$ cat src/rtl/tdm_pkg.sv
`default_nettype none
// ============================================================================
//  Module      : tdm_pkg
//  Description : Shared definitions for the TDM framer / deframer pair.
//                Holds the slot count, the slot counter width and the
//                frame-alignment state encoding.
//  Revision    : 1.0 - initial release
// ============================================================================
package tdm_pkg;

    localparam int NUM_SLOTS = 8;
    localparam int SLOT_W    = 3;

    // Frame alignment: HUNT waits for a sync beat, LOCK tracks slots.
    typedef enum logic [0:0] {
        HUNT = 1'b0,
        LOCK = 1'b1
    } tdm_state_e;

endpackage
`default_nettype wire

$ cat src/rtl/dmux_1x8.sv
`default_nettype none
// ============================================================================
//  Module      : dmux_1x8
//  Description : Combinational 1-to-8 decoder. Converts a slot index into a
//                one-hot lane write-enable, all zeros when not enabled.
//  Ports       : slot_i - slot index (SLOT_W bits)
//                en_i   - decoder enable
//                we_o   - one-hot write-enable (NUM_SLOTS bits)
//  Revision    : 1.0 - initial release
// ============================================================================
module dmux_1x8
    import tdm_pkg::*;
(
    input  logic [SLOT_W-1:0]    slot_i,
    input  logic                 en_i,
    output logic [NUM_SLOTS-1:0] we_o
);

    always_comb begin
        we_o = '0;
        if (en_i) begin
            we_o[slot_i] = 1'b1;
        end
    end

endmodule
`default_nettype wire

$ cat src/rtl/tdm_demux_1x8.sv
`default_nettype none
// ============================================================================
//  Module      : tdm_demux_1x8
//  Description : Time-division 1-to-8 demultiplexer. Routes serial W-bit
//                beats into eight shadow lanes using a 3-bit slot counter
//                aligned by a frame-sync marker, and publishes each complete
//                frame as one registered 8-lane word with a one-cycle strobe.
//  Ports       : clk         - rising-edge clock
//                rst_n       - synchronous reset, active low
//                D           - serial beat data (W bits)
//                d_valid     - beat qualifier
//                sync        - marks the current beat as slot 0
//                Y           - recovered frame, lane k at Y[k*W +: W]
//                frame_valid - one-cycle pulse when Y takes a new frame
//                locked      - high while frame-aligned
//                sync_err    - one-cycle pulse on a misplaced sync
//  Config      : TDM_DEMUX_SYNC_CHK_EN - when defined, a sync seen at a
//                non-zero slot discards the partial frame, restarts at lane 0
//                and pulses sync_err. When undefined, sync only matters in
//                HUNT and sync_err is held at 0.
//  Revision    : 1.0 - initial release
// ============================================================================
module tdm_demux_1x8
    import tdm_pkg::*;
#(
    parameter int W = 1
)
(
    input  logic                 clk,
    input  logic                 rst_n,
    input  logic [W-1:0]         D,
    input  logic                 d_valid,
    input  logic                 sync,
    output logic [NUM_SLOTS*W-1:0] Y,
    output logic                 frame_valid,
    output logic                 locked,
    output logic                 sync_err
);

    tdm_state_e                state_q;
    logic [SLOT_W-1:0]         slot_q;
    logic [NUM_SLOTS*W-1:0]    shadow_q;
    logic [NUM_SLOTS*W-1:0]    y_q;
    logic                      frame_valid_q;
    logic                      locked_q;
    logic                      sync_err_q;

    logic                      w_resync;
    logic [SLOT_W-1:0]         w_wr_slot;
    logic                      w_wr_en;
    logic [NUM_SLOTS-1:0]      w_we;
    logic                      w_frame_done;
    logic [NUM_SLOTS*W-1:0]    y_d;

`ifdef TDM_DEMUX_SYNC_CHK_EN
    // A sync away from slot 0 while locked restarts the frame at lane 0.
    assign w_resync = (state_q == LOCK) && sync && (slot_q != '0);
`else
    assign w_resync = 1'b0;
`endif

    // In HUNT the only beat ever written is the sync beat, which is lane 0.
    assign w_wr_slot = ((state_q == HUNT) || w_resync) ? '0 : slot_q;
    assign w_wr_en   = d_valid && ((state_q == LOCK) || sync);

    // A resync forces the write slot to 0, so it can never complete a frame
    // in the same beat; sync_err and frame_valid are mutually exclusive.
    assign w_frame_done = d_valid && (state_q == LOCK) &&
                          (w_wr_slot == SLOT_W'(NUM_SLOTS - 1));

    // The last lane comes straight from the input so the frame publishes on
    // the edge that samples the 8th beat.
    assign y_d = {D, shadow_q[(NUM_SLOTS-1)*W-1:0]};

    dmux_1x8 u_dmux (
        .slot_i (w_wr_slot),
        .en_i   (w_wr_en),
        .we_o   (w_we)
    );

    // Shadow lanes are never cleared between frames; every lane is
    // rewritten before the next publish.
    always_ff @(posedge clk) begin
        if (!rst_n) begin
            shadow_q <= '0;
        end else begin
            for (int k = 0; k < NUM_SLOTS; k++) begin
                if (w_we[k]) begin
                    shadow_q[k*W +: W] <= D;
                end
            end
        end
    end

    always_ff @(posedge clk) begin
        if (!rst_n) begin
            state_q       <= HUNT;
            slot_q        <= '0;
            y_q           <= '0;
            frame_valid_q <= 1'b0;
            locked_q      <= 1'b0;
            sync_err_q    <= 1'b0;
        end else begin
            frame_valid_q <= 1'b0;
            sync_err_q    <= 1'b0;
            if (d_valid) begin
                case (state_q)
                    HUNT: begin
                        if (sync) begin
                            state_q  <= LOCK;
                            slot_q   <= SLOT_W'(1);
                            locked_q <= 1'b1;
                        end
                    end
                    LOCK: begin
                        // 7 -> 0 wrap is plain 3-bit overflow.
                        slot_q     <= w_wr_slot + SLOT_W'(1);
                        sync_err_q <= w_resync;
                        if (w_frame_done) begin
                            y_q           <= y_d;
                            frame_valid_q <= 1'b1;
                        end
                    end
                    default: begin
                        state_q  <= HUNT;
                        slot_q   <= '0;
                        locked_q <= 1'b0;
                    end
                endcase
            end
        end
    end

    assign Y           = y_q;
    assign frame_valid = frame_valid_q;
    assign locked      = locked_q;
    assign sync_err    = sync_err_q;

endmodule
`default_nettype wire

$ cat config.mk
export PLATFORM = sky130hd
export DESIGN_NAME = tdm_demux_1x8
export DESIGN_NICKNAME = d
export VERILOG_FILES = /design/src/rtl/tdm_pkg.sv /design/src/rtl/dmux_1x8.sv /design/src/rtl/tdm_demux_1x8.sv
export SDC_FILE = /design/constraint.sdc
export NUM_CORES = 1
export LEC_CHECK = 0
export BUFFER_PORTS_ARGS = -buffer_cell sky130_fd_sc_hd__clkbuf_2
export CAP_MARGIN = 5
export CORE_MARGIN = 3
export CORE_UTILIZATION = 53
export CTS_CLUSTER_DIAMETER = 50
export CTS_CLUSTER_SIZE = 20
export DETAILED_ROUTE_END_ITERATION = 7
export PLACE_DENSITY_LB_ADDON = 0.05
export SLEW_MARGIN = 25
export SYNTH_ARGS = -nofsm -noshare
export SYNTH_HDL_FRONTEND = slang
export SYNTH_SLANG_ARGS = --single-unit
$ cat constraint.sdc
create_clock -name clk -period 1.67 [get_ports clk]
set_clock_uncertainty 0.15 [all_clocks]
set_input_delay 0.2505 -clock clk [delete_from_list [all_inputs] [get_ports clk]]
set_output_delay 0.2505 -clock clk [all_outputs]
set_load 0.02 [all_outputs]
==> impl_metrics.json <==
{
  "status": "complete, no violations",
  "diodes": 0,
  "timing.final.crit_share": 0.889,
  "synth.most_common_cell": "dfxtp_1",
  "regArea_um2": 420,
  "wl_per_cell_um": 13.2,
  "final.min_clock_period_ps": 1480,
  "cts_resized": 0,
  "clk_path_buf_depth": 2,
  "synth_edf_count": 0,
  "drv_slew": 0,
  "grt_usage": 0.191,
  "setup_ws_ps": 186,
  "syn-cell-area_um2": 947,
  "clk_latency_ps": 300,
  "setup_viol": 0,
  "vias": 826,
  "dp_hpwl_um": 1380,
  "core_area_um2": 1590,
  "cts_buffers": 3,
  "worst_ep_required_time_ps": 1750,
  "finalHoldViolations": 0,
  "post-route-util": 0.641,
  "synthCells": 112,
  "critPathTopFamily": "simple AND/OR/NAND/NOR gates",
  "final_cell_area_um2": 1020,
  "antenna_found_initial": 0,
  "critPathCaptureType": "flip-flop",
  "crit_type": "flip-flop to flip-flop",
  "viasPerCell": 5.66,
  "ys_seq_elements": 21,
  "postRouteAntennaNets": 0,
  "die_x_um": 48.3,
  "cp.arrival_ps": 1560,
  "yosys_most_used_dff": "dfxtp_1",
  "postSynth.asyncResetShare": 0,
  "cp_slowest_stage_delay_ps": 540,
  "path_cells": "and4_1, nand3_1, a21oi_1",
  "post-cts-setup-buffers": 0,
  "postPlaceCellArea_um2": 996,
  "p_total_mw": 0.831,
  "rows": 14,
  "routed_wl_um": 1930,
  "max_cap_violations": 0,
  "synth_cell_type_count": 31,
  "synth_top_area_frac": 0.444,
  "syn-num-nets": 117,
  "routabilityCongestion": 0.751,
  "die-area_um2": 2330,
  "drtIter0Drc": 30,
  "yosysSeqAreaShare": 0.444,
  "path_buf_inv": 0,
  "area_growth_pct": 7.93,
  "start_util": 0.594,
  "die_y_um": 48.3,
  "drive_above_1_share": 0.189,
  "cts_root_buffer": "clkbuf_4",
  "rsz0062_at_grt": "false",
  "avgSynthCellArea_um2": 8.46,
  "h-tree-depth": 1,
  "synthTopCellsByArea": "dfxtp_1 44%, a21oi_1 8.5%, o21ai_0 6.3%, nand3_1 5.8%, buf_4 4.0%",
  "cpMaxStageDelayCell": "dfxtp_1",
  "cts.sinks": 21,
  "p_per_area_nw_per_um2": 813,
  "yosys_warnings": 0,
  "cts_tree": "built",
  "yosysTopAreaCell": "dfxtp_1",
  "ir_drop_mv": 0.538,
  "dr.pass1.iters": 4,
  "cp_max_fo": 12,
  "first_global_vias": 692,
  "cts_hold_buf": 0,
  "nets": 128,
  "multi_input_area_um2": 442,
  "p_leak_nw": 0.397,
  "yosys-top-cells-count": "21 x dfxtp_1, 16 x a21oi_1, 12 x o21ai_0",
  "path_clk_slew_ps": 110,
  "pin_count": 16,
  "place_worst_setup_slack_ps": 215,
  "grt_pass1_wl_um": 3010,
  "grt_overflow": 0,
  "fin_tns_setup_ps": 0,
  "min_path_type": "primary input to flip-flop",
  "fillers": 140,
  "route.detailed.drc": 0,
  "start_kind": "flip-flop",
  "io_buffers": 14,
  "grt_max_degree": 14,
  "fmax_mhz": 674
}
[per-stage QoR]
stage	std cells	hold slack (ps)
floorplan	112	218
global placement	142	297
detailed placement	142	308
CTS	146	49.5
global route	146	75.2
finish	146	54.6
[final timing paths]
| kind | slack (ps) | from | end | cells after the start |
|---|---|---|---|---|
| worst max-delay path | 190 | slot_q[1]$_SDFFE_PN0P_ | Y[4]$_SDFFE_PN0P_ | 3 |
| worst min-delay path | 50 | rst_n | slot_q[0]$_SDFFE_PN0P_ | 2 |
| worst max register to register | 190 | slot_q[1]$_SDFFE_PN0P_ | Y[4]$_SDFFE_PN0P_ | 3 |
| worst min register to register | 320 | shadow_q[1]$_SDFFE_PN0P_ | Y[1]$_SDFFE_PN0P_ | 2 |
[layout make-up]
cell class	count	area share
Inverter	3	0.0110
Timing Repair Buffer	17	0.0906
Multi-Input combinational cell	77	0.432
Tap cell	24	0.0294
Sequential cell	21	0.411
Clock buffer	4	0.0257
[registers in the layout (all words and copies together) (netlist names)]
register,count
Y,8
shadow_q,7
slot_q,3
frame_valid,1
locked,1
state_q,1
[power breakdown]
part           switching (mW)  internal [mW]  total [mW]
Clock                   0.148         0.0932       0.242
Sequential             0.0116          0.508       0.520
Combinational          0.0467         0.0229      0.0697
Total                   0.207          0.624       0.831
[routing by layer]
layer,vias up,track usage,routed length (µm)
met3,6,0.0480,87
met4,0,0.113,45
met2,26,0.294,928
met5,-,0,0
met1,379,0.239,869
li1,415,-,-
[placed cells by master, fill, tap and decap left out, types with 2 or more instances in the layout]
master	instances
dfxtp_1	21
a21oi_1	16
clkbuf_2	14
o21ai_0	12
nand3_1	11
nand2_1	7
nor2b_1	5
nand4_1	4
nor2_1	3
mux2i_1	3
clkbuf_4	3
buf_4	3
inv_1	2
[logic make-up (layout without fill, tap and decap cells)]
kind of cell	after synthesis	after routing	synth area share
and+or+nand+nor	37	37	0.219
buffers and inverters	14	24	0.0898
other	1	1	0.00396
AOI/OAI and AO/OA	36	36	0.211
muxes	3	3	0.0317
DFF	21	21	0.444
No activity file was read; power rests on OpenSTA's default activity.
